[src/rtl/seg7_frame_capture.sv]
// ============================================================================
// Module   : seg7_frame_capture
// Purpose  : Reads back a multiplexed active-low 4-digit seven-segment display
//            and publishes the decoded 16-bit value with per-digit error flags.
// Revision : 1.0
// ============================================================================
`default_nettype none

module seg7_frame_capture #(
  parameter int STABLE_CYCLES  = 4,
  parameter int TIMEOUT_CYCLES = 65536
) (
  input  logic        clk,
  input  logic        rst_n,
  input  logic [3:0]  an,
  input  logic [6:0]  seg,
  output logic [15:0] frame_value,
  output logic [3:0]  frame_err,
  output logic        frame_valid,
  output logic        frame_timeout
);

  localparam int              TW            = $clog2(TIMEOUT_CYCLES);
  localparam logic [7:0]      C_STABLE_MAX  = 8'(STABLE_CYCLES);
  localparam logic [7:0]      C_STABLE_LAST = 8'(STABLE_CYCLES - 1);
  localparam logic [TW-1:0]   C_TMO_LAST    = TW'(TIMEOUT_CYCLES - 2);

  typedef enum logic [0:0] {
    ST_ACQUIRE = 1'b0,
    ST_PUBLISH = 1'b1
  } state_t;

  state_t        state_q, state_d;
  logic [10:0]   sync1_q, sync2_q, prev_q;
  logic [7:0]    stab_q, stab_d;
  logic [TW-1:0] tmo_q, tmo_d;
  logic [3:0]    mask_q, mask_d;
  logic [15:0]   stage_val_q;
  logic [3:0]    stage_err_q;
  logic [15:0]   frame_value_q, frame_value_d;
  logic [3:0]    frame_err_q, frame_err_d;
  logic          frame_valid_q, frame_valid_d;
  logic          frame_timeout_q, frame_timeout_d;

  logic [3:0]    an_act;
  logic          one_hot;
  logic          same;
  logic          capture;
  logic [3:0]    cap_bits;
  logic [4:0]    dec;
  logic          mask_full;

  // Returns {err, nibble}; anything outside the hex glyph set is an error.
  function automatic logic [4:0] decode(input logic [6:0] s);
    case (s)
      7'b1000000: decode = 5'h00;
      7'b1111001: decode = 5'h01;
      7'b0100100: decode = 5'h02;
      7'b0110000: decode = 5'h03;
      7'b0011001: decode = 5'h04;
      7'b0010010: decode = 5'h05;
      7'b0000010: decode = 5'h06;
      7'b1111000: decode = 5'h07;
      7'b0000000: decode = 5'h08;
      7'b0010000: decode = 5'h09;
      7'b0001000: decode = 5'h0A;
      7'b0000011: decode = 5'h0B;
      7'b1000110: decode = 5'h0C;
      7'b0100001: decode = 5'h0D;
      7'b0000110: decode = 5'h0E;
      7'b0001110: decode = 5'h0F;
      default:    decode = 5'h10;
    endcase
  endfunction

  assign an_act   = ~sync2_q[10:7];
  assign one_hot  = (an_act != 4'd0) && ((an_act & (an_act - 4'd1)) == 4'd0);
  assign same     = (sync2_q == prev_q);
  // Fires only on the edge the counter reaches its limit, so a held value is taken once.
  assign capture  = same && (stab_q == C_STABLE_LAST) && one_hot;
  assign cap_bits = capture ? an_act : 4'd0;
  assign dec      = decode(sync2_q[6:0]);
  assign mask_full = ((mask_q | cap_bits) == 4'hF);

  always_comb begin
    stab_d = 8'd1;
    if (same) begin
      stab_d = (stab_q == C_STABLE_MAX) ? stab_q : stab_q + 8'd1;
    end
  end

  always_ff @(posedge clk or negedge rst_n) begin
    if (!rst_n) begin
      sync1_q     <= 11'h7FF;
      sync2_q     <= 11'h7FF;
      prev_q      <= 11'h7FF;
      stab_q      <= 8'd0;
      stage_val_q <= 16'd0;
      stage_err_q <= 4'd0;
    end else begin
      sync1_q <= {an, seg};
      sync2_q <= sync1_q;
      prev_q  <= sync2_q;
      stab_q  <= stab_d;
      for (int i = 0; i < 4; i++) begin
        if (cap_bits[i]) begin
          stage_val_q[4*i +: 4] <= dec[3:0];
          stage_err_q[i]        <= dec[4];
        end
      end
    end
  end

  always_ff @(posedge clk or negedge rst_n) begin
    if (!rst_n) begin
      state_q         <= ST_ACQUIRE;
      mask_q          <= 4'd0;
      tmo_q           <= '0;
      frame_value_q   <= 16'd0;
      frame_err_q     <= 4'd0;
      frame_valid_q   <= 1'b0;
      frame_timeout_q <= 1'b0;
    end else begin
      state_q         <= state_d;
      mask_q          <= mask_d;
      tmo_q           <= tmo_d;
      frame_value_q   <= frame_value_d;
      frame_err_q     <= frame_err_d;
      frame_valid_q   <= frame_valid_d;
      frame_timeout_q <= frame_timeout_d;
    end
  end

  always_comb begin
    state_d         = state_q;
    mask_d          = mask_q;
    tmo_d           = tmo_q;
    frame_value_d   = frame_value_q;
    frame_err_d     = frame_err_q;
    frame_valid_d   = 1'b0;
    frame_timeout_d = 1'b0;
    case (state_q)
      ST_ACQUIRE: begin
        mask_d = mask_q | cap_bits;
        // Completion is checked first so it beats a simultaneous timeout.
        if (mask_full) begin
          state_d = ST_PUBLISH;
        end else if ((mask_q != 4'd0) && (tmo_q == C_TMO_LAST)) begin
          frame_timeout_d = 1'b1;
          mask_d          = cap_bits;
          tmo_d           = '0;
        end else if (mask_q != 4'd0) begin
          tmo_d = tmo_q + 1'b1;
        end else begin
          tmo_d = '0;
        end
      end
      ST_PUBLISH: begin
        frame_value_d = stage_val_q;
        frame_err_d   = stage_err_q;
        frame_valid_d = 1'b1;
        mask_d        = cap_bits;
        tmo_d         = '0;
        state_d       = ST_ACQUIRE;
      end
      default: state_d = ST_ACQUIRE;
    endcase
  end

  assign frame_value   = frame_value_q;
  assign frame_err     = frame_err_q;
  assign frame_valid   = frame_valid_q;
  assign frame_timeout = frame_timeout_q;

endmodule

`default_nettype wire

[config.mk]
export PLATFORM = sky130hd
export DESIGN_NAME = seg7_frame_capture
export DESIGN_NICKNAME = d
export VERILOG_FILES = /design/src/rtl/seg7_frame_capture.sv
export SDC_FILE = /design/constraint.sdc
export NUM_CORES = 1
export LEC_CHECK = 0
export BUFFER_PORTS_ARGS = -buffer_cell sky130_fd_sc_hd__buf_2
export CORE_MARGIN = 3
export CORE_UTILIZATION = 50
export CTS_BUF_LIST = sky130_fd_sc_hd__clkbuf_4 sky130_fd_sc_hd__clkbuf_8
export DETAILED_ROUTE_END_ITERATION = 8
export PLACE_DENSITY = 0.68
export SYNTH_ARGS = -nofsm -noshare
export SYNTH_HDL_FRONTEND = slang
export SYNTH_SLANG_ARGS = --single-unit
export TNS_END_PERCENT = 30
[constraint.sdc]
create_clock -name clk -period 3.6 [get_ports clk]
set_input_delay 0.36 -clock clk [delete_from_list [all_inputs] [get_ports clk]]
set_output_delay 0.36 -clock clk [all_outputs]
set_load 0.01 [all_outputs]
==> impl_metrics.yaml, run 1 <==
synthesis:
  synth_area_um2: 4550
  synth_top_area_share_pct: 39.1
  syn_inst: 396
  synth.most_common_cell: "dfrtp_1"
  ys_types: 46
  async_flop_share_pct: 100
  synth_common_cells: "dfrtp_1 (71), nand2_1 (37), dfstp_2 (33)"
  synth_edf_count: 0
  yosysSeqAreaShare_pct: 58.2
  synth_area_per_cell_um2: 11.5
  ys_seq_elements: 104
  ys.flop_type: "dfrtp_1"
  synthTopCellsByArea: "dfrtp_1 (39%), dfstp_2 (19%), mux2_2 (6.2%)"
  syn_nets: 413
  ys_warn_count: 0
  synth_top_area_cell: "dfrtp_1"
final_layout:
  n_fill_cell: 732
  post-route-util_pct: 56.7
  seqCellArea_um2: 2640
  fin_cells: 536
  area_delta_synth_final_pct: 9.22
  layout.nets: 440
  drive_gt1_share_pct: 29.0
  fin_area_um2: 4960
  diodes: 0
  multi_input_area_um2: 1750
routing:
  drc: 0
  avgViaCountPerCell: 5.70
  wl_um: 8260
  vias: 3057
  drtAntennaViolNets: 0
  first_pass_iters: 4
  drtIter0Drc: 101
  wl_per_cell_um: 15.4
floorplan:
  rows: 34
  core-area_um2: 8760
  initial_core_util_pct: 51.9
  die_w_um: 101
  io_pins: 35
  die_area_um2: 10300
  dieHeight_um: 101
critical_path:
  cp_max_fo: 14
  critPathLaunchType: "register"
  slowest_delay_ns: 0.68
  worstPathRequired_ns: 3.86
  crit_path_end_kind: "register"
  slowest_stage: "dfstp_2"
  crit_type: "register to register"
  cp.arrival_ns: 3.41
  path_cells: "xor2_1, nor4_1, nand3_1, or3_1, a22oi_1, a21oi_1, mux2_2"
cts:
  cts_root_buffer: "clkbuf_8"
  clock_path_buffers: 2
  ctsHtreeMaxLevel: 3
  ctsResizeCount: 0
  cts_sinks: 104
  post-cts-setup-buffers: 0
  cts_made_buffers: 9
  cts_tree: "done"
  hold_buffers: 0
  clk_latency_ns: 0.37
  clk_pin_slew_ns: 0.10
global_route:
  overflow: 0
  grt_max_degree: 85
  met1_usage_pct: 23.5
  antenna_found_initial: 0
  grt_pass1_vias: 3109
  grt_util_all_layers_pct: 17.9
  top_usage_layer: "met2"
  grt_use_met3_pct: 4.68
  grt_first_pass_wirelength_um: 14700
  grtUsageMet2_pct: 28.8
placed_design:
  dp.final_hpwl_um: 5470
  dp_cells: 520
  portBuffers: 34
  placed_area_um2: 4780
  gp_congestion: 0.794
timing:
  finClkSkew_ns: 0.00932
  tns_ns: 0
  hold_viol_final: 0
  max_freq_ghz: 0.317
  period_minus_slack_ns: 3.15
  rsz0062_at_grt: "no"
  relSlewSlack_pct: 34.0
  setup_viol: 0
  slew_viol_final: 0
  tightest_slew_ns: 0.991
  whs_ns: 0.0771
  fin_crit_sh_pct: 87.6
power:
  swShare_pct: 24.4
  power_switching_mw: 0.481
  p_clk_share_pct: 34.7
  powerDensity_nw_per_um2: 397
  p_comb_share_pct: 3.1
  seq_power_share_pct: 62.1
  p_leak_nw: 2.16
  peakVddDrop_uv: 248
  internal_power_mw: 1.49
run_status:
  status: "finished, final reports clean"
worst_hold_path:
  hp-class: "input port to register"
flow_run:
  max-cap-violations: 0
## logic make-up after synthesis
logic type / count (synthesis) / share of synthesized area [%]
and+or+nand+nor: 132 / 14.9
DFF: 104 / 58.2
AOI/OAI and AO/OA: 79 / 12.6
buffers and inverters: 33 / 3.33
muxes: 25 / 6.19
xor gates and xnor gates: 19 / 3.66
adders and majority gates: 4 / 1.10
## routing by layer
metal / routed length [um] / up-vias
met3: 387 / 11
li1: - / 1475
met2: 3990 / 79
met1: 3770 / 1492
met4: 116 / 0
met5: 0 / -
## layout by cell type (no fill, tap or decap), types with 3 or more instances in the layout
cell type,synthesis,final
nor2_1,28,28
o22ai_1,3,3
nand4_1,5,5
a211oi_1,3,3
o21ai_0,21,21
dfrtp_1,71,71
dfstp_2,33,33
xor2_1,16,16
nand2b_1,6,6
buf_4,0,6
mux2_2,25,25
or3_1,6,6
nor3_1,10,10
a31oi_1,3,3
nand2_1,37,37
nand3_1,12,12
clkbuf_8,0,9
xnor2_1,3,3
ha_1,4,4
and3_1,3,3
a22oi_1,6,6
nand4b_1,3,3
buf_2,4,33
nor4_1,8,8
inv_1,10,10
o32ai_1,8,8
a22o_1,12,12
o32ai_2,4,4
a21oi_1,10,10
## final cells by class
type,count,area share [%]
Sequential cell,104,53.3
Inverter,10,0.756
Multi-Input combinational cell,259,35.3
Clock inverter,7,1.29
Timing Repair Buffer,39,4.23
Tap cell,108,2.72
Clock buffer,9,2.49
## through the flow
step	setup WS (ns)	total power, mW
after floorplan	1.18	1.27
after global placement	0.511	1.31
after detailed placement	0.392	1.31
after CTS	0.374	2.00
after global routing	0.148	2.05
final	0.446	1.97
## power groups by stage
stage	Sequential (mW)	Combinational [mW]	Clock (mW)
floorplan	1.23	0.0388	0
global placement	1.25	0.0625	0
detailed placement	1.25	0.0638	0
CTS	1.23	0.0641	0.712
global route	1.23	0.0722	0.751
finish	1.23	0.0617	0.685
## worst max-delay path, delay by kind of cell (launching register included)
| kind | cells | cell delay [ns] |
|---|---|---|
| xor gates and xnor gates | 1 | 0.10 |
| and+or+nand+nor | 3 | 1.25 |
| AOI/OAI and AO/OA | 2 | 0.63 |
| muxes | 1 | 0.38 |
| DFF | 1 | 0.68 |
## state kept, by name, indices dropped and copies added, names as in the netlist
name and count:
stab_q 8, frame_timeout 1, frame_valid 1, frame_err 4
state_q 1, stage_err_q 4, tmo_q 16, sync1_q 11
sync2_q 11, prev_q 11, stage_val_q 16, mask_q 4
frame_value 16
## path summary, 6_finish.rpt
kind	from	end	slack, ns	depth (start not counted)
max	sync2_q[5]$_DFF_PN1_	tmo_q[0]$_DFFE_PN0P_	0.45	7
min reg2reg	sync1_q[9]$_DFF_PN1_	sync2_q[9]$_DFF_PN1_	0.35	0
min in group asynchronous	rst_n	tmo_q[12]$_DFFE_PN0P_	0.14	1
max reg2reg	sync2_q[5]$_DFF_PN1_	tmo_q[0]$_DFFE_PN0P_	0.45	7
min	seg[2]	sync1_q[2]$_DFF_PN1_	0.08	1
max in group asynchronous	rst_n	frame_value[13]$_DFFE_PN0P_	2.58	2
(Power assumes the default switching activity.)
==> inputs of run 2 (changes only) <==
--- a/config.mk
+++ b/config.mk
@@ -6,11 +6,12 @@
 export NUM_CORES = 1
 export LEC_CHECK = 0
 export BUFFER_PORTS_ARGS = -buffer_cell sky130_fd_sc_hd__buf_2
-export CORE_MARGIN = 3
+export CORE_MARGIN = 2
 export CORE_UTILIZATION = 50
 export CTS_BUF_LIST = sky130_fd_sc_hd__clkbuf_4 sky130_fd_sc_hd__clkbuf_8
 export DETAILED_ROUTE_END_ITERATION = 8
 export PLACE_DENSITY = 0.68
+export RECOVER_POWER = 25
 export SYNTH_ARGS = -nofsm -noshare
 export SYNTH_HDL_FRONTEND = slang
 export SYNTH_SLANG_ARGS = --single-unit
==> impl_metrics.yaml, run 2 (same netlist as run 1, synthesis figures left out) <==
power:
  p_clk_share_pct: 35.9
  peakVddDrop_uv: 254
  internal_power_mw: 1.55
  powerDensity_nw_per_um2: 403
  swShare_pct: 22.5
  seq_power_share_pct: 61.0
  p_leak_nw: 2.16
  power_switching_mw: 0.451
  p_comb_share_pct: 3.1
worst_hold_path:
  hp-class: "input port to register"
  hp-start: "seg[1]"
final_layout:
  fin_cells: 536
  layout_commonest_cell: "dfrtp_1"
  n_fill_cell: 731
  area_delta_synth_final_pct: 9.36
  drive_gt1_share_pct: 27.3
  layout.nets: 440
  final_cell_mix: "dfrtp_1 (71), nand2_1 (37), buf_2 (33)"
  diodes: 0
floorplan:
  dieHeight_um: 99.3
  die_w_um: 99.3
  initial_core_util_pct: 51.9
  die_area_um2: 9870
  io_pins: 35
  core-area_um2: 8760
  rows: 34
critical_path:
  cp.arrival_ns: 3.48
  critPathLaunchType: "register"
  crit_path_end_kind: "register"
  crit_type: "register to register"
  cp_max_fo: 12
  startpoint: "sync2_q[0]$_DFF_PN1_"
  worstPathRequired_ns: 3.85
  worstReg2RegStart: "sync2_q[0]$_DFF_PN1_"
global_route:
  met1_usage_pct: 25.4
  top_usage_layer: "met2"
  grtUsageMet2_pct: 27.9
  grt_pass1_vias: 3021
  overflow: 0
  antenna_found_initial: 0
  grt_first_pass_wirelength_um: 14500
  grt_util_all_layers_pct: 18.1
  grt_use_met3_pct: 3.58
  grt_max_degree: 88
flow_run:
  max-cap-violations: 1
routing:
  wl_per_cell_um: 15.6
  first_pass_iters: 6
  drtIter0Drc: 82
  vias: 3047
  drc: 0
  avgViaCountPerCell: 5.68
  drtAntennaViolNets: 0
  wl_um: 8340
cts:
  clk_pin_slew_ns: 0.09
  cts_tree: "done"
  hold_buffers: 0
  ctsResizeCount: 0
  cts_made_buffers: 9
  clk_latency_ns: 0.36
  cts_root_buffer: "clkbuf_8"
  ctsHtreeMaxLevel: 3
  cts_sinks: 104
  clock_path_buffers: 2
  post-cts-setup-buffers: 0
timing:
  period_minus_slack_ns: 3.23
  max_freq_ghz: 0.309
  slew_viol_final: 88
  tightest_slew_ns: 2.12
  relSlewSlack_pct: -41.1
  hold_viol_final: 0
  tns_ns: 0
  fin_crit_sh_pct: 89.8
  setup_ws_ns: 0.366
  setup_viol: 0
  finClkSkew_ns: 0.0105
  rsz0062_at_grt: "no"
placed_design:
  gp_congestion: 0.805
  pre_cts_ws_ns: 0.397
  dp.final_hpwl_um: 5550
  portBuffers: 34
  dp_cells: 520
run_status:
  status: "complete, but fails checks"
  violations: "capacitance limit, slew limit"
==> run 2: cell count changes in the layout (fill, tap and decap cells not counted), sizes merged <==
cell    previous run  this run
buf               39        38
bufinv             0         1
inv               14        12
clkbuf             9        11
==> run 2: through the flow <==
stage / utilization [%] / total power [mW] / hold WS [ns] / instance area, um^2
after detailed placement: 54.5 / 1.31 / 0.347 / 4780
after floorplan: - / 1.27 / 0.0644 / 4550
final: 56.7 / 2.01 / 0.0869 / 4970
after global routing: 56.7 / 2.09 / 0.0650 / 4970
after global placement: 54.5 / 1.31 / 0.346 / 4780
after CTS: 56.8 / 2.03 / 0.0742 / 4970
==> run 2: area by class of cell <==
class / count / area (um^2) / share of cell area (%)
timing repair buffer: 39 / 208 / 4.18
clock inverter: 6 / 65.1 / 1.31
clock buffer: 10 / 131 / 2.64
multi-input combinational: 259 / 1750 / 35.2
tap: 108 / 135 / 2.72
inverter: 10 / 37.5 / 0.755
sequential: 104 / 2640 / 53.2
==> run 2: power groups by stage <==
stage / sequential [mW] / combinational [mW] / clock, mW
final: 1.22 / 0.0616 / 0.720
after global routing: 1.23 / 0.0712 / 0.786
after CTS: 1.23 / 0.0641 / 0.739
after detailed placement: 1.25 / 0.0640 / 0
after global placement: 1.25 / 0.0628 / 0
after floorplan: 1.23 / 0.0388 / 0
==> run 2: final timing paths <==
kind                                              end  slack, ns  cells past startpoint
max in group asynchronous        sync2_q[9]$_DFF_PN1_       1.71                      2
worst min register to register   sync2_q[1]$_DFF_PN1_       0.36                      0
worst max-delay path             tmo_q[0]$_DFFE_PN0P_       0.37                      7
worst max register to register   tmo_q[0]$_DFFE_PN0P_       0.37                      7
min in group asynchronous       tmo_q[13]$_DFFE_PN0P_       0.58                      1
worst min-delay path             sync1_q[1]$_DFF_PN1_       0.09                      1
==> run 2: metal layers <==
metal	share of wire, %	vias up
li1	-	1476
met1	48	1512
met2	47	48
met3	2.7	11
met4	1.5	0
met5	0	-
==> run 2: worst max-delay path, cell delays in order (launching register included) <==
cell	delay [ns]
dfstp_1	0.73
xor2_1	0.13
nor4_2	0.27
nand3_1	0.33
or3_1	0.62
a22oi_1	0.31
a21oi_1	0.34
mux2_2	0.39
